## src/rtl/bit_pattern_generator_pkg.sv

```systemverilog
// Shared types and defaults for the thermometer-pattern generator.
// Optional overflow flag is enabled by defining BITGEN_OVF_FLAG_EN.
package bitgen_pkg;

   localparam int BITGEN_W = 8;

   typedef enum logic [1:0] {
      IDLE  = 2'd0,
      BUILD = 2'd1,
      DONE  = 2'd2
   } bitgen_state_t;

endpackage

```

## src/rtl/bit_pattern_generator_if.sv

```systemverilog
// Request/result bundle between a pattern requester (master) and the generator (slave).
// The overflow signal exists only when BITGEN_OVF_FLAG_EN is defined.
interface bit_pattern_generator_if #(
   parameter int WIDTH = 8,
   parameter int CW    = $clog2(WIDTH + 1)
) ();

   logic             start;
   logic [CW-1:0]    count_in;
   logic [WIDTH-1:0] pattern;
   logic             busy;
   logic             done;
`ifdef BITGEN_OVF_FLAG_EN
   logic             overflow;
`endif

   modport master (
      output start,
      output count_in,
      input  pattern,
      input  busy,
      input  done
`ifdef BITGEN_OVF_FLAG_EN
      ,
      input  overflow
`endif
   );

   modport slave (
      input  start,
      input  count_in,
      output pattern,
      output busy,
      output done
`ifdef BITGEN_OVF_FLAG_EN
      ,
      output overflow
`endif
   );

endinterface

```

## src/rtl/bit_pattern_generator_datapath.sv

```systemverilog
// Pattern and remaining-count registers with the count clamp; driven by load/shift from the FSM.
// Overflow register present only when BITGEN_OVF_FLAG_EN is defined.
module bitgen_datapath
   import bitgen_pkg::*;
#(
   parameter int WIDTH = BITGEN_W,
   parameter int CW    = $clog2(WIDTH + 1)
) (
   input  logic             clk,
   input  logic             reset,
   input  logic             load,
   input  logic             shift,
   input  logic [CW-1:0]    count_i,
   output logic [WIDTH-1:0] pattern_o,
   output logic             rem_zero,
`ifdef BITGEN_OVF_FLAG_EN
   output logic             overflow_o,
`endif
   output logic [CW-1:0]    rem_o
);

   localparam logic [CW-1:0] WIDTH_CW = CW'(WIDTH);

   logic [WIDTH-1:0] pattern_q, pattern_d;
   logic [CW-1:0]    rem_q, rem_d;
   logic [CW-1:0]    count_clamped;
   logic             over_range;

   // Requests beyond the word width saturate to an all-ones pattern.
   assign over_range    = (count_i > WIDTH_CW);
   assign count_clamped = over_range ? WIDTH_CW : count_i;

   always_comb begin
      pattern_d = pattern_q;
      rem_d     = rem_q;
      if (load) begin
         pattern_d = '0;
         rem_d     = count_clamped;
      end else if (shift) begin
         pattern_d = {pattern_q[WIDTH-2:0], 1'b1};
         rem_d     = rem_q - CW'(1);
      end
   end

   always_ff @(posedge clk) begin
      if (reset) begin
         pattern_q <= '0;
         rem_q     <= '0;
      end else begin
         pattern_q <= pattern_d;
         rem_q     <= rem_d;
      end
   end

`ifdef BITGEN_OVF_FLAG_EN
   logic ovf_q, ovf_d;

   always_comb begin
      ovf_d = ovf_q;
      if (load) begin
         ovf_d = over_range;
      end
   end

   always_ff @(posedge clk) begin
      if (reset) begin
         ovf_q <= 1'b0;
      end else begin
         ovf_q <= ovf_d;
      end
   end

   assign overflow_o = ovf_q;
`endif

   assign pattern_o = pattern_q;
   assign rem_zero  = (rem_q == '0);
   assign rem_o     = rem_q;

endmodule

```

## src/rtl/bit_pattern_generator.sv

```systemverilog
// Serially builds a WIDTH-bit LSB-packed thermometer word holding min(count_in, WIDTH) ones.
// FSM here, registers in bitgen_datapath; BITGEN_OVF_FLAG_EN adds the overflow output.
module bit_pattern_generator
   import bitgen_pkg::*;
#(
   parameter int WIDTH = BITGEN_W,
   parameter int CW    = $clog2(WIDTH + 1)
) (
   input  logic                  clk,
   input  logic                  reset,
   bit_pattern_generator_if.slave bus
);

   bitgen_state_t state_q, state_d;
   logic          load;
   logic          shift;
   logic          rem_zero;
   logic [CW-1:0] rem_unused;

   always_ff @(posedge clk) begin
      if (reset) begin
         state_q <= IDLE;
      end else begin
         state_q <= state_d;
      end
   end

   always_comb begin
      state_d = state_q;
      unique case (state_q)
         IDLE:    if (bus.start) state_d = BUILD;
         BUILD:   if (rem_zero)  state_d = DONE;
         // A fresh request requires start to drop first.
         DONE:    if (!bus.start) state_d = IDLE;
         default: state_d = IDLE;
      endcase
   end

   always_comb begin
      load     = 1'b0;
      shift    = 1'b0;
      bus.busy = 1'b0;
      bus.done = 1'b0;
      unique case (state_q)
         IDLE:    load = bus.start;
         BUILD: begin
            bus.busy = 1'b1;
            shift    = !rem_zero;
         end
         DONE:    bus.done = 1'b1;
         default: ;
      endcase
   end

   bitgen_datapath #(
      .WIDTH (WIDTH),
      .CW    (CW)
   ) u_datapath (
      .clk        (clk),
      .reset      (reset),
      .load       (load),
      .shift      (shift),
      .count_i    (bus.count_in),
      .pattern_o  (bus.pattern),
      .rem_zero   (rem_zero),
`ifdef BITGEN_OVF_FLAG_EN
      .overflow_o (bus.overflow),
`endif
      .rem_o      (rem_unused)
   );

endmodule

```

## src/flat_wrapper.sv

```systemverilog
// flat-port wrapper written by rule: the top's interface ports become plain ports
module bit_pattern_generator_flat import bitgen_pkg::*;
#(
   parameter int WIDTH = BITGEN_W,
   parameter int CW    = $clog2(WIDTH + 1)
)
  (clk, reset, bus_start, bus_count_in, bus_pattern, bus_busy, bus_done);
  bit_pattern_generator_if #(.WIDTH(WIDTH), .CW(CW)) bus_i ();
  input  logic clk;
  input  logic reset;
  input wire logic [$bits(bus_i.start)-1:0] bus_start;
  input wire logic [$bits(bus_i.count_in)-1:0] bus_count_in;
  output wire logic [$bits(bus_i.pattern)-1:0] bus_pattern;
  output wire logic [$bits(bus_i.busy)-1:0] bus_busy;
  output wire logic [$bits(bus_i.done)-1:0] bus_done;
  assign bus_i.start = bus_start;
  assign bus_i.count_in = bus_count_in;
  assign bus_pattern = bus_i.pattern;
  assign bus_busy = bus_i.busy;
  assign bus_done = bus_i.done;
  bit_pattern_generator #(.WIDTH(WIDTH), .CW(CW)) u_core (.clk(clk), .reset(reset), .bus(bus_i));
endmodule
```

## config.mk

```make
export PLATFORM = sky130hd
export DESIGN_NAME = bit_pattern_generator_flat
export DESIGN_NICKNAME = d
export VERILOG_FILES = /design/src/rtl/bit_pattern_generator_pkg.sv /design/src/rtl/bit_pattern_generator_if.sv /design/src/rtl/bit_pattern_generator_datapath.sv /design/src/rtl/bit_pattern_generator.sv /design/src/flat_wrapper.sv
export SDC_FILE = /design/constraint.sdc
export NUM_CORES = 1
export LEC_CHECK = 0
export BUFFER_PORTS_ARGS = -buffer_cell sky130_fd_sc_hd__buf_2
export CORE_MARGIN = 3
export CORE_UTILIZATION = 30
export DETAILED_ROUTE_END_ITERATION = 10
export PLACE_DENSITY = 0.6
export SKIP_CTS_REPAIR_TIMING = 1
export SLEW_MARGIN = 5
export SYNTH_ARGS = -nofsm -noshare
export SYNTH_HDL_FRONTEND = slang
export SYNTH_HIERARCHICAL = 1
export SYNTH_SLANG_ARGS = --single-unit
```

## constraint.sdc

```tcl
create_clock -name clk -period 3.4 [get_ports clk]
set_input_delay 0.17 -clock clk [delete_from_list [all_inputs] [get_ports clk]]
set_output_delay 0.17 -clock clk [all_outputs]
set_load 0.02 [all_outputs]
```

---- Yosys cells after proc, flatten, opt, wreduce, memory -nomap -nowiden ----
Cells that the tools add are included.
storage, ports and cells
  bits in registers ....................... 14
  output and inout port bits .............. 10
  word-level logic and storage cells ...... 27
cells by class
  $add $sub $neg .......................... 1
  order comparisons ....................... 1
  eq/ne operators ......................... 5
  mux-type cells .......................... 11
  reduce and logical (&&, ||, !) cells .... 6
operator list
  cell                                                   count
  two-way mux 4 bit                                      3
  two-way mux 2 bit                                      3
  one-hot mux 2 bit (3 select lines)                     1
  > comparator 4 bit, second input constant              1
  logical NOT 4 bit                                      1
  two-way mux 1 bit                                      4
  inequality test 2 bit, second input constant           2
  subtractor 4 x 1 -> 4 bit, second input constant       1
  AND reduction 3 bit                                    1
  == test 2 x 1 -> 1 bit, second input constant          1
  == test 2 bit, second input constant                   1
  logical NOT 2 bit                                      1
  inequality test 2 x 1 -> 1 bit, second input constant  1
  nonzero test 2 bit                                     1
  OR reduction 2 bit                                     1
  logical NOT 1 bit                                      1

---- Depth between registers and ports, before layout ----
Gate-level depths: netlist of the first run.
  depth in word-level cells ............... 5
  gate-level depth with buffers ........... 7

---- Cells and area by module ----
Netlist of the first run, hierarchy kept.
modules (own cells, without submodules)
  module                 instances  cells each  area an instance (um^2)  sequential area each (um^2)
  bitgen_datapath        1          54          541.8                    240.2
  bit_pattern_generator  1          12          120.1                    40.0

---- Worst setup path before layout of the first run ----
OpenSTA, ideal clock, no wires.
  path type ............................... register -> register
  from .................................... register u_core.u_datapath.rem_q[0] (netlist: u_core/u_datapath/rem_o[0])
  to ...................................... register u_core.u_datapath.rem_q[2] (netlist: u_core/u_datapath/rem_o[2])
  library setup time ...................... 0.124 ns
  arrival ................................. 1.517 ns
  required time ........................... 3.276 ns
  setup slack ............................. 1.759 ns
  stages on the path, launching flop included .. 8
  buffers on the path ..................... 1
  clock period less this slack ............ 1.641 ns
  path through ............................ dfxtp_1 > inv_1 > ha_1 > nor3b_1 > and2b_1 > clkbuf_4 > nor3_1 > nor4_2
on the way
  word-level cells in the longest chain between the ends .. 4
  elaborated cells on any way between the ends .. 7
  those cells by class .................... add/sub (1); mux (3); reduce/logical (3)
ends and longest elaborated chain
  item                          RTL line                              RTL
  start, declared               bit_pattern_generator_datapath.sv:25  logic [CW-1:0] rem_q, rem_d;
  start signal, assigned        bit_pattern_generator_datapath.sv:51  rem_q <= rem_d;
  logical NOT 4 bit             bit_pattern_generator_datapath.sv:77  assign rem_zero = (rem_q == '0);
  named net u_core.rem_zero     bit_pattern_generator.sv:17           logic rem_zero;
  logical NOT 1 bit             bit_pattern_generator.sv:48           shift = !rem_zero;
  two-way mux 1 bit             bit_pattern_generator.sv:44           unique case (state_q)
  named net u_core.shift        bit_pattern_generator.sv:16           logic shift;
  nonzero test 2 bit (no line)  n/a
The timed path passes the listed nets, and every way through them passes these cells. The select of a mux whose other input is x is not followed.
A chain may end at the register's enable or synchronous reset.

---- Final worst setup path of the first run ----
  from .................................... register u_core.u_datapath.rem_q[0] (netlist: u_core/u_datapath/rem_o[0])
  to ...................................... register u_core.u_datapath.rem_q[3] (netlist: u_core/u_datapath/rem_o[3])
The elaborated chain is that of the path after synthesis.

==> report_table.html, run 1 <==
<table>
<tr><th>Metric</th><th>Value</th></tr>
<tr><th colspan="2">Outcome</th></tr>
<tr><td>Result of the run</td><td>finished, final reports clean</td></tr>
<tr><th colspan="2">Critical path</th></tr>
<tr><td>CP required</td><td>3.58 ns</td></tr>
<tr><td>Kind of cell adding the most delay to the critical path</td><td>simple AND/OR/NAND/NOR gates</td></tr>
<tr><td>Sort of element at the start of the critical path</td><td>flop</td></tr>
<tr><td>CP arrival</td><td>2.30 ns</td></tr>
<tr><td>Crit-path max FO</td><td>14</td></tr>
<tr><td>Category of the most critical setup path</td><td>reg2reg</td></tr>
<tr><td>Cells along the critical path</td><td>inv_1 &gt; ha_1 &gt; nor3b_1 &gt; and2b_1 &gt; nor4b_4 &gt; xor2_1 &gt; o21a_1</td></tr>
<tr><td>Slowest stage cell on the critical path</td><td>sky130_fd_sc_hd__and2b_1</td></tr>
<tr><td>Crit path capture type</td><td>flop</td></tr>
<tr><td>Register-to-register setup slack</td><td>1.27 ns</td></tr>
<tr><td>Worst Setup SP</td><td>u_core/u_datapath/rem_o[0]</td></tr>
<tr><td>Critical register-to-register path startpoint</td><td>u_core/u_datapath/rem_o[0]</td></tr>
<tr><td>Reg-to-Reg End</td><td>u_core/u_datapath/rem_o[3]</td></tr>
<tr><td>R2R cell count</td><td>7</td></tr>
<tr><td>Total buffers and inverters traversed by the critical path</td><td>1</td></tr>
<tr><td>Critical path's largest stage delay</td><td>0.60 ns</td></tr>
<tr><th colspan="2">Power</th></tr>
<tr><td>Seq pwr share</td><td>47.5%</td></tr>
<tr><td>Clock Power Share</td><td>between 20 and 30%</td></tr>
<tr><td>Leakage</td><td>around 0.33 nW</td></tr>
<tr><td>Total power divided by cell area</td><td>501 nW/um^2</td></tr>
<tr><td>P_sw</td><td>114 uW</td></tr>
<tr><td>Cell-internal power</td><td>284 uW</td></tr>
<tr><td>Switching Fraction</td><td>28.7%</td></tr>
<tr><td>Peak supply drop</td><td>0.000162 V</td></tr>
<tr><td>Combinational cell fraction of total power</td><td>about 23%</td></tr>
<tr><th colspan="2">STA</th></tr>
<tr><td>Unrepaired setup endpoints after global routing</td><td>false</td></tr>
<tr><td>Final setup violation count</td><td>0</td></tr>
<tr><td>Worst setup margin</td><td>roughly 1.3 ns</td></tr>
<tr><td>Highest clock frequency the design can meet</td><td>0.470 GHz</td></tr>
<tr><td>Relative slew slack</td><td>59.2%</td></tr>
<tr><td>Portion of the clock cycle consumed by the worst path in the final layout</td><td>a little over three fifths</td></tr>
<tr><td>Post-Route Setup TNS</td><td>0 ns</td></tr>
<tr><td>Number of hold violations in the final report</td><td>0</td></tr>
<tr><td>Total count of max-transition violations in the final report</td><td>0</td></tr>
<tr><td>Final critical delay including setup and external delays</td><td>between 2 and 2.5 ns</td></tr>
<tr><td>Final hold slack</td><td>roughly 0.15 ns</td></tr>
<tr><td>Transition time of the tightest slew-check pin</td><td>just over 0.6 ns</td></tr>
<tr><td>Post-Route Skew</td><td>roughly 0.0026 ns</td></tr>
<tr><th colspan="2">Route</th></tr>
<tr><td>Detailed-route wire length</td><td>1210 um</td></tr>
<tr><td>Detail-routed via count per cell</td><td>approximately 4.4</td></tr>
<tr><td>Routed wirelength normalized by instance count</td><td>10.9 um</td></tr>
<tr><td>Via total after detailed routing</td><td>493</td></tr>
<tr><td>Initial DRC Count</td><td>8</td></tr>
<tr><td>DRC violations left</td><td>0</td></tr>
<tr><td>Antenna viol nets, final</td><td>0</td></tr>
<tr><td>Router iterations before antenna repair</td><td>4</td></tr>
<tr><th colspan="2">Clocking</th></tr>
<tr><td>Clock-pin slew reported for the worst setup and hold paths after clock tree synthesis</td><td>0.08 ns</td></tr>
<tr><td>Sinks on Clock Net</td><td>14</td></tr>
<tr><td>Buffer cell driving the clock tree root</td><td>sky130_fd_sc_hd__clkbuf_4</td></tr>
<tr><td>Clock latency at the later pin of the worst-skew pair</td><td>0.28 ns</td></tr>
<tr><td>Number of CTS-inserted buffers</td><td>3</td></tr>
<tr><td>CTS tree</td><td>built</td></tr>
<tr><td>Number of buffers between clock root and the deepest sink</td><td>2</td></tr>
<tr><td>Number of levels the H-tree was split into</td><td>1</td></tr>
<tr><th colspan="2">GRT</th></tr>
<tr><td>Number of antenna violations at the first check in global routing</td><td>0</td></tr>
<tr><td>Pin count of the biggest net entering global routing</td><td>15</td></tr>
<tr><td>GRT Residual Overflow</td><td>0</td></tr>
<tr><td>Overall global routing resource usage</td><td>10.0%</td></tr>
<tr><td>Global-route wire length before repair</td><td>1950 um</td></tr>
<tr><td>Vias in the first global route</td><td>417</td></tr>
<tr><th colspan="2">Placement</th></tr>
<tr><td>Port buffer count</td><td>16</td></tr>
<tr><td>Last weighted congestion value of the routability-driven placer</td><td>0.718</td></tr>
<tr><td>Setup slack after placement</td><td>1.29 ns</td></tr>
<tr><td>Placed Area</td><td>759 sq um</td></tr>
<tr><td>Placed Cells incl. Taps</td><td>107</td></tr>
<tr><td>DP HPWL</td><td>870 um</td></tr>
<tr><th colspan="2">Floorplanning</th></tr>
<tr><td>Std cell rows</td><td>16</td></tr>
<tr><td>DIE AREA</td><td>2810 sq um</td></tr>
<tr><td>Horizontal die dimension</td><td>roughly 53 um</td></tr>
<tr><td>Total core area</td><td>2020 sq um</td></tr>
<tr><td>IO Count</td><td>17</td></tr>
<tr><td>Starting Density</td><td>32.7%</td></tr>
<tr><td>Die H</td><td>53.0 um</td></tr>
<tr><th colspan="2">Synthesis</th></tr>
<tr><td>Share of the synthesized area in the top cell type</td><td>42.3%</td></tr>
<tr><td>Sequential-to-total area share from yosys stat</td><td>42.3%</td></tr>
<tr><td>Gate count after technology mapping</td><td>66</td></tr>
<tr><td>Commonest cells in the netlist</td><td>sky130_fd_sc_hd__dfxtp_1 (14), sky130_fd_sc_hd__nor2_1 (11), sky130_fd_sc_hd__mux2i_1 (7)</td></tr>
<tr><td>Total of warnings raised by yosys</td><td>6</td></tr>
<tr><td>Avg Synthesized Cell Area</td><td>~10 sq um</td></tr>
<tr><td>Cells taking the most area after synthesis</td><td>sky130_fd_sc_hd__dfxtp_1 (42%), sky130_fd_sc_hd__mux2i_1 (11%), sky130_fd_sc_hd__nor2_1 (6.2%), sky130_fd_sc_hd__nor2b_4 (4.2%), sky130_fd_sc_hd__nor4b_4 (3.6%)</td></tr>
<tr><td>Count of flip-flops with a built-in enable after synthesis</td><td>0</td></tr>
<tr><td>Predominant post-synthesis flop cell</td><td>sky130_fd_sc_hd__dfxtp_1</td></tr>
<tr><td>Top cell type by total area after synthesis</td><td>sky130_fd_sc_hd__dfxtp_1</td></tr>
<tr><td>Synth Net Count</td><td>74</td></tr>
<tr><td>Netlist cell types</td><td>24</td></tr>
<tr><td>Number of synthesized register bits</td><td>14</td></tr>
<tr><td>Cell with the most instances after synthesis</td><td>sky130_fd_sc_hd__dfxtp_1</td></tr>
<tr><td>Netlist area before placement</td><td>662 sq um</td></tr>
<tr><td>Post-synth ARST share</td><td>0%</td></tr>
<tr><th colspan="2">Hold path</th></tr>
<tr><td>Hold path startpoint</td><td>reset</td></tr>
<tr><td>Capture endpoint of the worst hold path</td><td>u_core/state_q[1]</td></tr>
<tr><td>Tightest Hold Check Type</td><td>in2reg</td></tr>
<tr><td>Depth of the worst hold-timing path</td><td>2</td></tr>
<tr><th colspan="2">Final layout</th></tr>
<tr><td>Area growth from synthesis to final layout</td><td>20.2%</td></tr>
<tr><td>Antenna diode instance count</td><td>0</td></tr>
<tr><td>Fillers</td><td>210</td></tr>
<tr><td>Share of final-layout standard cells stronger than drive strength 1</td><td>31.0%</td></tr>
<tr><td>Design Area, Final</td><td>796 sq um</td></tr>
<tr><td>Non-filler cells, final</td><td>between 100 and 150</td></tr>
<tr><td>Number of nets in the finished design</td><td>93</td></tr>
<tr><th colspan="2">Flow run</th></tr>
<tr><td>Max capacitance violation total</td><td>0</td></tr>
</table>
-- cells in the final DEF (no fill, tap or decap) --
cell	instances
sky130_fd_sc_hd__buf_2	16
sky130_fd_sc_hd__dfxtp_1	14
sky130_fd_sc_hd__nor2_1	11
sky130_fd_sc_hd__mux2i_1	7
sky130_fd_sc_hd__a21oi_1	4
sky130_fd_sc_hd__clkbuf_4	3
sky130_fd_sc_hd__nand2b_1	3
sky130_fd_sc_hd__nor3_1	3
sky130_fd_sc_hd__nor2b_4	2
sky130_fd_sc_hd__nor3b_1	2
sky130_fd_sc_hd__nand3b_1	2
sky130_fd_sc_hd__inv_1	2
sky130_fd_sc_hd__a211oi_1	2
sky130_fd_sc_hd__xor2_1	2
sky130_fd_sc_hd__clkbuf_8	1
sky130_fd_sc_hd__and2b_1	1
sky130_fd_sc_hd__nor2b_1	1
sky130_fd_sc_hd__a211oi_2	1
sky130_fd_sc_hd__a31oi_1	1
sky130_fd_sc_hd__nor4_2	1
sky130_fd_sc_hd__or2_1	1
sky130_fd_sc_hd__nor4b_4	1
sky130_fd_sc_hd__o21a_1	1
sky130_fd_sc_hd__ha_1	1
sky130_fd_sc_hd__buf_4	1
-- cell type report --
cell class	count	area, sq um	share of cell area (%)
inverter	2	7.51	0.943
sequential	14	280	35.2
timing repair buffer	17	87.6	11.0
clock buffer	4	36.3	4.56
tap	27	33.8	4.25
multi-input combinational	47	350	44.0
-- registers in the layout (all words and copies together), names as in the netlist --
signal,flops
u_core/u_datapath/pattern_o,8
u_core/state_q,2
u_core/u_datapath/rem_o,4
-- worst max-delay path by stage --
stage,end,cells after the start
3_5_place_dp,u_core/u_datapath/rem_o[3],7
2_1_floorplan,u_core/u_datapath/rem_o[2],7
5_1_grt,u_core/u_datapath/rem_o[3],7
6_report,u_core/u_datapath/rem_o[3],7
3_3_place_gp,u_core/u_datapath/rem_o[3],7
4_1_cts,u_core/u_datapath/rem_o[3],7
-- metrics by stage --
stage	power [mW]	utilization, %
after global routing	0.431	39.4
after detailed placement	0.284	37.6
after floorplan	0.266	-
final	0.398	39.4
after global placement	0.281	37.6
after CTS	0.407	39.4
-- kinds of logic after synthesis --
logic type / share of synthesized area, %
simple gates: 28.5
flops: 42.3
compound gates: 9.26
mux: 10.6
buf+inv: 4.73
xor+xnor: 2.65
fa+ha+maj: 1.89
-- per-layer routing --
layer  share of wire (%)  track usage, %  vias to the layer above  routed length, um
li1                    -               -                      262                  -
met1                  50            13.0                      216                604
met2                  41            13.2                       11                500
met3                 5.5            3.38                        4                 67
met4                 3.1            7.66                        0                 37
met5                   0               0                        -                  0
-- power by group through the flow --
stage / clock network (mW) / logic, mW / registers (mW)
floorplan: 0 / 0.0744 / 0.192
global placement: 0 / 0.0884 / 0.193
detailed placement: 0 / 0.0903 / 0.194
CTS: 0.126 / 0.0905 / 0.190
global route: 0.137 / 0.103 / 0.192
finish: 0.119 / 0.0900 / 0.189
Note: power is estimated with default switching activity, not from simulation.
==> inputs of run 2 (changes only) <==
--- a/config.mk
+++ b/config.mk
@@ -5,11 +5,12 @@
 export SDC_FILE = /design/constraint.sdc
 export NUM_CORES = 1
 export LEC_CHECK = 0
+export ABC_AREA = 1
 export BUFFER_PORTS_ARGS = -buffer_cell sky130_fd_sc_hd__buf_2
 export CORE_MARGIN = 3
 export CORE_UTILIZATION = 30
 export DETAILED_ROUTE_END_ITERATION = 10
-export PLACE_DENSITY = 0.6
+export PLACE_DENSITY = 0.62
 export SKIP_CTS_REPAIR_TIMING = 1
 export SLEW_MARGIN = 5
 export SYNTH_ARGS = -nofsm -noshare
==> constraint.sdc (replaced) <==
create_clock -name clk -period 1.8 [get_ports clk]
set_input_delay 0.09 -clock clk [delete_from_list [all_inputs] [get_ports clk]]
set_output_delay 0.09 -clock clk [all_outputs]
set_load 0.02 [all_outputs]
==> report_table.html, run 2 <==
<table>
<tr><th>Metric</th><th>Value</th></tr>
<tr><th colspan="2">STA</th></tr>
<tr><td>Transition time of the tightest slew-check pin</td><td>just over 0.2 ns</td></tr>
<tr><td>Total count of max-transition violations in the final report</td><td>0</td></tr>
<tr><td>Post-Route Setup TNS</td><td>0 ns</td></tr>
<tr><td>Highest clock frequency the design can meet</td><td>approximately 0.62 GHz</td></tr>
<tr><td>Final setup violation count</td><td>0</td></tr>
<tr><td>Final critical delay including setup and external delays</td><td>1.61 ns</td></tr>
<tr><td>Number of hold violations in the final report</td><td>0</td></tr>
<tr><td>Post-Route Skew</td><td>0.000798 ns</td></tr>
<tr><td>Portion of the clock cycle consumed by the worst path in the final layout</td><td>between 80% and 90%</td></tr>
<tr><td>Unrepaired setup endpoints after global routing</td><td>false</td></tr>
<tr><td>Relative slew slack</td><td>between 80% and 90%</td></tr>
<tr><th colspan="2">Route</th></tr>
<tr><td>DRC violations left</td><td>0</td></tr>
<tr><td>Routed wirelength normalized by instance count</td><td>9.33 um</td></tr>
<tr><td>Detailed-route wire length</td><td>roughly 1300 um</td></tr>
<tr><td>Initial DRC Count</td><td>14</td></tr>
<tr><td>Via total after detailed routing</td><td>603</td></tr>
<tr><td>Antenna viol nets, final</td><td>0</td></tr>
<tr><td>Router iterations before antenna repair</td><td>5</td></tr>
<tr><td>Detail-routed via count per cell</td><td>4.47</td></tr>
<tr><th colspan="2">Flow run</th></tr>
<tr><td>Max capacitance violation total</td><td>0</td></tr>
<tr><th colspan="2">Critical path</th></tr>
<tr><td>R2R cell count</td><td>10</td></tr>
<tr><td>Category of the most critical setup path</td><td>reg2reg</td></tr>
<tr><td>Reg-to-Reg End</td><td>u_core/u_datapath/rem_o[1]</td></tr>
<tr><td>CP arrival</td><td>1.77 ns</td></tr>
<tr><td>Crit path capture type</td><td>flop</td></tr>
<tr><td>Crit-path max FO</td><td>4</td></tr>
<tr><td>Sort of element at the start of the critical path</td><td>flop</td></tr>
<tr><td>Critical register-to-register path startpoint</td><td>u_core/u_datapath/rem_o[0]</td></tr>
<tr><td>CP required</td><td>1.97 ns</td></tr>
<tr><td>Register-to-register setup slack</td><td>0.19 ns</td></tr>
<tr><th colspan="2">Floorplanning</th></tr>
<tr><td>Std cell rows</td><td>16</td></tr>
<tr><td>Starting Density</td><td>32.1%</td></tr>
<tr><td>IO Count</td><td>17</td></tr>
<tr><td>Total core area</td><td>1980 sq um</td></tr>
<tr><td>DIE AREA</td><td>2710 sq um</td></tr>
<tr><td>Horizontal die dimension</td><td>52.1 um</td></tr>
<tr><td>Die H</td><td>52.1 um</td></tr>
<tr><th colspan="2">Synthesis</th></tr>
<tr><td>Cells taking the most area after synthesis</td><td>sky130_fd_sc_hd__dfxtp_1 (44%), sky130_fd_sc_hd__nand2_1 (14%), sky130_fd_sc_hd__a21oi_1 (8.6%), sky130_fd_sc_hd__inv_1 (7.7%), sky130_fd_sc_hd__nor2_1 (4.1%)</td></tr>
<tr><td>Share of the synthesized area in the top cell type</td><td>44.0%</td></tr>
<tr><td>Top cell type by total area after synthesis</td><td>sky130_fd_sc_hd__dfxtp_1</td></tr>
<tr><td>Sequential-to-total area share from yosys stat</td><td>44.0%</td></tr>
<tr><td>Netlist cell types</td><td>18</td></tr>
<tr><td>Number of synthesized register bits</td><td>14</td></tr>
<tr><td>Post-synth ARST share</td><td>0%</td></tr>
<tr><td>Simple logic cell fraction of the synthesized area</td><td>25.9%</td></tr>
<tr><td>Synth Net Count</td><td>between 90 and 100</td></tr>
<tr><td>Combinational family with the most area after synthesis</td><td>simple AND/OR/NAND/NOR gates</td></tr>
<tr><td>Predominant post-synthesis flop cell</td><td>sky130_fd_sc_hd__dfxtp_1</td></tr>
<tr><td>Gate count after technology mapping</td><td>89</td></tr>
<tr><td>Mux contribution to synthesized area</td><td>0%</td></tr>
<tr><td>Share of the synthesized netlist area taken by xor and xnor gates</td><td>0%</td></tr>
<tr><td>Avg Synthesized Cell Area</td><td>7.16 sq um</td></tr>
<tr><td>Post-synthesis compound-gate area fraction</td><td>17.1%</td></tr>
<tr><td>Total of warnings raised by yosys</td><td>6</td></tr>
<tr><td>Commonest cells in the netlist</td><td>sky130_fd_sc_hd__nand2_1 (23), sky130_fd_sc_hd__dfxtp_1 (14), sky130_fd_sc_hd__inv_1 (13)</td></tr>
<tr><td>Adder-cell share of the synthesized area</td><td>1.96%</td></tr>
<tr><td>Count of flip-flops with a built-in enable after synthesis</td><td>0</td></tr>
<tr><td>Netlist area before placement</td><td>637 sq um</td></tr>
<tr><td>Cell with the most instances after synthesis</td><td>sky130_fd_sc_hd__nand2_1</td></tr>
<tr><th colspan="2">Placement</th></tr>
<tr><td>Placed Cells incl. Taps</td><td>about 130</td></tr>
<tr><td>Port buffer count</td><td>16</td></tr>
<tr><td>Last weighted congestion value of the routability-driven placer</td><td>0.779</td></tr>
<tr><td>DP HPWL</td><td>975 um</td></tr>
<tr><th colspan="2">Power</th></tr>
<tr><td>Total power divided by cell area</td><td>between 900 and 1000 nW/um^2</td></tr>
<tr><td>Leakage</td><td>0.358 nW</td></tr>
<tr><td>Peak supply drop</td><td>0.000347 V</td></tr>
<tr><th colspan="2">GRT</th></tr>
<tr><td>Number of antenna violations at the first check in global routing</td><td>0</td></tr>
<tr><td>Pin count of the biggest net entering global routing</td><td>11</td></tr>
<tr><td>Global-route wire length before repair</td><td>around 2200 um</td></tr>
<tr><td>Vias in the first global route</td><td>535</td></tr>
<tr><td>GRT Residual Overflow</td><td>0</td></tr>
<tr><td>Overall global routing resource usage</td><td>a little over a tenth</td></tr>
<tr><th colspan="2">Hold path</th></tr>
<tr><td>Hold path startpoint</td><td>reset</td></tr>
<tr><td>Capture endpoint of the worst hold path</td><td>u_core/u_datapath/rem_o[3]</td></tr>
<tr><td>Tightest Hold Check Type</td><td>in2reg</td></tr>
<tr><td>Depth of the worst hold-timing path</td><td>2</td></tr>
<tr><th colspan="2">Final layout</th></tr>
<tr><td>Highest-count cells in the layout ignoring fill and taps</td><td>sky130_fd_sc_hd__nand2_1 (23), sky130_fd_sc_hd__buf_2 (16), sky130_fd_sc_hd__dfxtp_1 (14)</td></tr>
<tr><td>Most common cell after layout, fill and taps aside</td><td>sky130_fd_sc_hd__nand2_1</td></tr>
<tr><td>Area growth from synthesis to final layout</td><td>22.0%</td></tr>
<tr><td>Fillers</td><td>around 230</td></tr>
<tr><td>Non-filler cells, final</td><td>135</td></tr>
<tr><td>Number of nets in the finished design</td><td>between 100 and 150</td></tr>
<tr><td>Flip-flop count of the largest register, all copies and words added</td><td>8</td></tr>
<tr><td>Share of final-layout standard cells stronger than drive strength 1</td><td>25.9%</td></tr>
<tr><td>Antenna diode instance count</td><td>0</td></tr>
<tr><th colspan="2">Clocking</th></tr>
<tr><td>Clock latency at the later pin of the worst-skew pair</td><td>between 0.2 and 0.3 ns</td></tr>
<tr><td>Number of CTS-inserted buffers</td><td>3</td></tr>
<tr><td>CTS tree</td><td>built</td></tr>
<tr><td>Number of buffers between clock root and the deepest sink</td><td>2</td></tr>
<tr><td>Sinks on Clock Net</td><td>14</td></tr>
<tr><td>Number of levels the H-tree was split into</td><td>1</td></tr>
<tr><td>Buffer cell driving the clock tree root</td><td>sky130_fd_sc_hd__clkbuf_4</td></tr>
<tr><td>Clock-pin slew reported for the worst setup and hold paths after clock tree synthesis</td><td>0.08 ns</td></tr>
<tr><th colspan="2">Outcome</th></tr>
<tr><td>Result of the run</td><td>finished, final reports clean</td></tr>
</table>
-- run 2: cells by family after synthesis --
group                      count (synthesis)
DFF                                       14
buffers and inverters                     16
adders and majority gates                  1
AOI/OAI and AO/OA                         20
and+or+nand+nor                           38
-- run 2: routing by layer --
layer	wire [um]	part of all wire, %	vias to the layer above	global-route usage (%)
met1	591	47	261	13.2
met3	94	7.5	3	4.01
met2	541	43	19	16.1
li1	-	-	320	-
met4	31	2.5	0	6.55
met5	0	0	-	0
-- run 2: worst max path at each step --
| stage | slack (ns) | depth (start not counted) | to | startpoint |
|---|---|---|---|---|
| 2_1_floorplan | 0.31 | 10 | u_core/u_datapath/rem_o[2] | u_core/u_datapath/rem_o[0] |
| 3_3_place_gp | 0.19 | 10 | u_core/u_datapath/rem_o[1] | u_core/u_datapath/rem_o[0] |
| 3_5_place_dp | 0.13 | 10 | u_core/u_datapath/rem_o[1] | u_core/u_datapath/rem_o[0] |
| 4_1_cts | 0.11 | 10 | u_core/u_datapath/rem_o[1] | u_core/u_datapath/rem_o[0] |
| 5_1_grt | 0.04 | 10 | u_core/u_datapath/rem_o[0] | u_core/u_datapath/rem_o[1] |
| 6_report | 0.19 | 10 | u_core/u_datapath/rem_o[1] | u_core/u_datapath/rem_o[0] |
-- run 2: cell type report --
| cell class | count | area [sq um] | area share [%] |
|---|---|---|---|
| Inverter | 15 | 58.8 | 7.57 |
| Sequential cell | 14 | 280 | 36.1 |
| Multi-Input combinational cell | 59 | 294 | 37.8 |
| Timing Repair Buffer | 17 | 87.6 | 11.3 |
| Tap cell | 27 | 33.8 | 4.35 |
| Clock buffer | 3 | 22.5 | 2.90 |
-- run 2: per-stage QoR --
| step | power, mW | area (sq um) | setup WS [ns] | hold WS, ns | utilization [%] |
|---|---|---|---|---|---|
| after floorplan | 0.520 | 637 | 0.307 | 0.152 | - |
| after global routing | 0.804 | 777 | 0.0420 | 0.0103 | 39.2 |
| after CTS | 0.744 | 769 | 0.107 | 0.0182 | 38.8 |
| after global placement | 0.566 | 747 | 0.194 | 0.327 | 37.7 |
| after detailed placement | 0.567 | 747 | 0.131 | 0.321 | 37.7 |
| final | 0.738 | 777 | 0.193 | 0.0312 | 39.2 |
-- run 2: worst max-delay path: stages, from the launching register on --
cell	delay, ns
sky130_fd_sc_hd__dfxtp_1	0.31
sky130_fd_sc_hd__inv_1	0.10
sky130_fd_sc_hd__ha_1	0.18
sky130_fd_sc_hd__inv_1	0.06
sky130_fd_sc_hd__nor3_2	0.11
sky130_fd_sc_hd__nand3b_1	0.16
sky130_fd_sc_hd__inv_1	0.08
sky130_fd_sc_hd__nor2_2	0.15
sky130_fd_sc_hd__inv_1	0.09
sky130_fd_sc_hd__o21ai_0	0.18
sky130_fd_sc_hd__a21oi_1	0.06
-- run 2: power breakdown --
group	internal, mW	switching [mW]	leakage [nW]
clock network	0.0775	0.0940	0.0138
logic	0.0776	0.128	0.230
registers	0.336	0.0252	0.114
total	0.491	0.247	0.358
==> inputs of run 3 (changes only) <==
--- a/config.mk
+++ b/config.mk
@@ -9,6 +9,7 @@
 export BUFFER_PORTS_ARGS = -buffer_cell sky130_fd_sc_hd__buf_2
 export CORE_MARGIN = 3
 export CORE_UTILIZATION = 30
+export CTS_BUF_LIST = sky130_fd_sc_hd__clkbuf_8
 export DETAILED_ROUTE_END_ITERATION = 10
 export PLACE_DENSITY = 0.62
 export SKIP_CTS_REPAIR_TIMING = 1
==> report_table.html, run 3 (synthesized netlist as in run 2, its figures left out) <==
<table>
<tr><th>Metric</th><th>Value</th></tr>
<tr><th colspan="2">Outcome</th></tr>
<tr><td>Result of the run</td><td>finished, final reports clean</td></tr>
<tr><th colspan="2">Critical path</th></tr>
<tr><td>Total buffers and inverters traversed by the critical path</td><td>4</td></tr>
<tr><td>CP arrival</td><td>1.73 ns</td></tr>
<tr><td>Crit-path max FO</td><td>4</td></tr>
<tr><td>Kind of cell adding the most delay to the critical path</td><td>simple AND/OR/NAND/NOR gates</td></tr>
<tr><td>Crit path top cell by count</td><td>sky130_fd_sc_hd__inv_1</td></tr>
<tr><td>Sort of element at the start of the critical path</td><td>flop</td></tr>
<tr><td>Crit path capture type</td><td>flop</td></tr>
<tr><td>CP required</td><td>between 1.5 and 2 ns</td></tr>
<tr><td>Slowest stage cell on the critical path</td><td>sky130_fd_sc_hd__dfxtp_1</td></tr>
<tr><td>Cells along the critical path</td><td>inv_1 &gt; ha_1 &gt; inv_1 &gt; nor3_2 &gt; nand3b_1 &gt; inv_1 &gt; nor2_2 &gt; inv_1 &gt; o21ai_0 &gt; a21oi_1</td></tr>
<tr><td>Category of the most critical setup path</td><td>reg2reg</td></tr>
<tr><td>Critical path's largest stage delay</td><td>~0.30 ns</td></tr>
<tr><th colspan="2">Placement</th></tr>
<tr><td>Last weighted congestion value of the routability-driven placer</td><td>0.779</td></tr>
<tr><td>DP HPWL</td><td>975 um</td></tr>
<tr><td>Setup slack after placement</td><td>0.131 ns</td></tr>
<tr><td>Port buffer count</td><td>16</td></tr>
<tr><th colspan="2">STA</th></tr>
<tr><td>Total count of max-transition violations in the final report</td><td>0</td></tr>
<tr><td>Post-Route Skew</td><td>0.000366 ns</td></tr>
<tr><td>Number of hold violations in the final report</td><td>0</td></tr>
<tr><td>Unrepaired setup endpoints after global routing</td><td>false</td></tr>
<tr><td>Transition time of the tightest slew-check pin</td><td>slightly above 0.2 ns</td></tr>
<tr><td>Portion of the clock cycle consumed by the worst path in the final layout</td><td>between 80% and 90%</td></tr>
<tr><td>Final setup violation count</td><td>0</td></tr>
<tr><td>Relative slew slack</td><td>86.3%</td></tr>
<tr><td>Highest clock frequency the design can meet</td><td>0.625 GHz</td></tr>
<tr><td>Worst setup margin</td><td>0.199 ns</td></tr>
<tr><td>Final critical delay including setup and external delays</td><td>around 1.6 ns</td></tr>
<tr><td>Post-Route Setup TNS</td><td>0 ns</td></tr>
<tr><th colspan="2">GRT</th></tr>
<tr><td>Overall global routing resource usage</td><td>10.8%</td></tr>
<tr><td>Highest-utilization routing layer at the global route stage</td><td>met2</td></tr>
<tr><td>Global Route met3 Usage</td><td>3.15%</td></tr>
<tr><td>Global-route met1 utilization</td><td>13.6%</td></tr>
<tr><td>Number of antenna violations at the first check in global routing</td><td>0</td></tr>
<tr><td>Met2 GRT Util</td><td>15.9%</td></tr>
<tr><td>Vias in the first global route</td><td>529</td></tr>
<tr><td>GRT Residual Overflow</td><td>0</td></tr>
<tr><td>Global-route wire length before repair</td><td>2150 um</td></tr>
<tr><td>Pin count of the biggest net entering global routing</td><td>11</td></tr>
<tr><th colspan="2">Power</th></tr>
<tr><td>Leakage</td><td>0.366 nW</td></tr>
<tr><td>Total power</td><td>816 uW</td></tr>
<tr><td>Peak supply drop</td><td>0.000385 V</td></tr>
<tr><td>Total power divided by cell area</td><td>1030 nW/um^2</td></tr>
<tr><th colspan="2">Floorplanning</th></tr>
<tr><td>DIE AREA</td><td>2710 sq um</td></tr>
<tr><td>Starting Density</td><td>32.1%</td></tr>
<tr><td>Die H</td><td>52.1 um</td></tr>
<tr><td>Total core area</td><td>1980 sq um</td></tr>
<tr><td>Std cell rows</td><td>16</td></tr>
<tr><td>IO Count</td><td>17</td></tr>
<tr><td>Horizontal die dimension</td><td>52.1 um</td></tr>
<tr><th colspan="2">Route</th></tr>
<tr><td>DRC violations left</td><td>0</td></tr>
<tr><td>Routed wirelength normalized by instance count</td><td>9.35 um</td></tr>
<tr><td>Detailed-route wire length</td><td>1260 um</td></tr>
<tr><td>Initial DRC Count</td><td>13</td></tr>
<tr><td>Router iterations before antenna repair</td><td>4</td></tr>
<tr><td>Antenna viol nets, final</td><td>0</td></tr>
<tr><td>Detail-routed via count per cell</td><td>4.39</td></tr>
<tr><td>Via total after detailed routing</td><td>slightly below 600</td></tr>
<tr><th colspan="2">Clocking</th></tr>
<tr><td>Number of levels the H-tree was split into</td><td>1</td></tr>
<tr><td>Clock-pin slew reported for the worst setup and hold paths after clock tree synthesis</td><td>0.05 ns</td></tr>
<tr><td>Buffer cell driving the clock tree root</td><td>sky130_fd_sc_hd__clkbuf_8</td></tr>
<tr><td>CTS tree</td><td>built</td></tr>
<tr><td>Sinks on Clock Net</td><td>14</td></tr>
<tr><td>Number of CTS-inserted buffers</td><td>3</td></tr>
<tr><td>Number of buffers between clock root and the deepest sink</td><td>2</td></tr>
<tr><td>Clock latency at the later pin of the worst-skew pair</td><td>0.24 ns</td></tr>
<tr><th colspan="2">Final layout</th></tr>
<tr><td>Core Util, Final</td><td>40.2%</td></tr>
<tr><td>Fillers</td><td>221</td></tr>
<tr><td>Highest-count cells in the layout ignoring fill and taps</td><td>sky130_fd_sc_hd__nand2_1 (23), sky130_fd_sc_hd__buf_2 (16), sky130_fd_sc_hd__dfxtp_1 (14)</td></tr>
<tr><td>Most common cell after layout, fill and taps aside</td><td>sky130_fd_sc_hd__nand2_1</td></tr>
<tr><td>Register area</td><td>~280 sq um</td></tr>
<tr><td>Area growth from synthesis to final layout</td><td>25.0%</td></tr>
<tr><td>Number of nets in the finished design</td><td>about 120</td></tr>
<tr><td>Share of final-layout standard cells stronger than drive strength 1</td><td>25.9%</td></tr>
<tr><td>Antenna diode instance count</td><td>0</td></tr>
<tr><td>Total area of multi-input combinational cells</td><td>294 sq um</td></tr>
<tr><td>Flip-flop count of the largest register, all copies and words added</td><td>8</td></tr>
<tr><th colspan="2">Flow run</th></tr>
<tr><td>Max capacitance violation total</td><td>0</td></tr>
<tr><th colspan="2">Hold path</th></tr>
<tr><td>Tightest Hold Check Type</td><td>in2reg</td></tr>
</table>
-- run 3: cell counts in the layout (fill, tap and decap cells not counted) --
No cell type changed its count.
-- run 3: through the flow --
| stage | instances | area, sq um | hold WS (ns) |
|---|---|---|---|
| 3_5_place_dp | 132 | 747 | 0.321 |
| 2_1_floorplan | 89 | 637 | 0.152 |
| 5_1_grt | 135 | 796 | 0.0647 |
| 6_report | 135 | 796 | 0.0689 |
| 3_3_place_gp | 132 | 747 | 0.327 |
| 4_1_cts | 135 | 788 | 0.0626 |
-- run 3: worst reg2reg max path, delay by kind of cell (launching register included) --
kind,cells,cell delay [ns]
and+or+nand+nor,3,0.42
AOI/OAI and AO/OA,2,0.24
DFF,1,0.30
adders and majority gates,1,0.18
buffers and inverters,4,0.33
-- run 3: layer usage --
| layer | vias to the layer above | wire length, um |
|---|---|---|
| met5 | - | 0 |
| met4 | 0 | 31 |
| met3 | 3 | 86 |
| met2 | 15 | 558 |
| met1 | 257 | 585 |
| li1 | 318 | - |
-- run 3: power breakdown --
part	internal (mW)	switching (mW)
clock network	0.148	0.102
logic	0.0776	0.127
registers	0.337	0.0253
total	0.562	0.254
-- run 3: final cells by class --
cell class / instances / share of cell area (%)
Clock buffer: 3 / 5.19
Inverter: 15 / 7.39
Multi-Input combinational cell: 59 / 36.9
Sequential cell: 14 / 35.2
Tap cell: 27 / 4.25
Timing Repair Buffer: 17 / 11.0
-- run 3: worst paths after layout --
kind,from,slack (ns),depth (start not counted),end
max,u_core/u_datapath/rem_o[0],0.20,10,u_core/u_datapath/rem_o[1]
min,reset,0.07,2,u_core/u_datapath/rem_o[3]
max reg2reg,u_core/u_datapath/rem_o[0],0.20,10,u_core/u_datapath/rem_o[1]
min reg2reg,u_core/u_datapath/pattern_o[7],0.46,2,u_core/u_datapath/pattern_o[7]
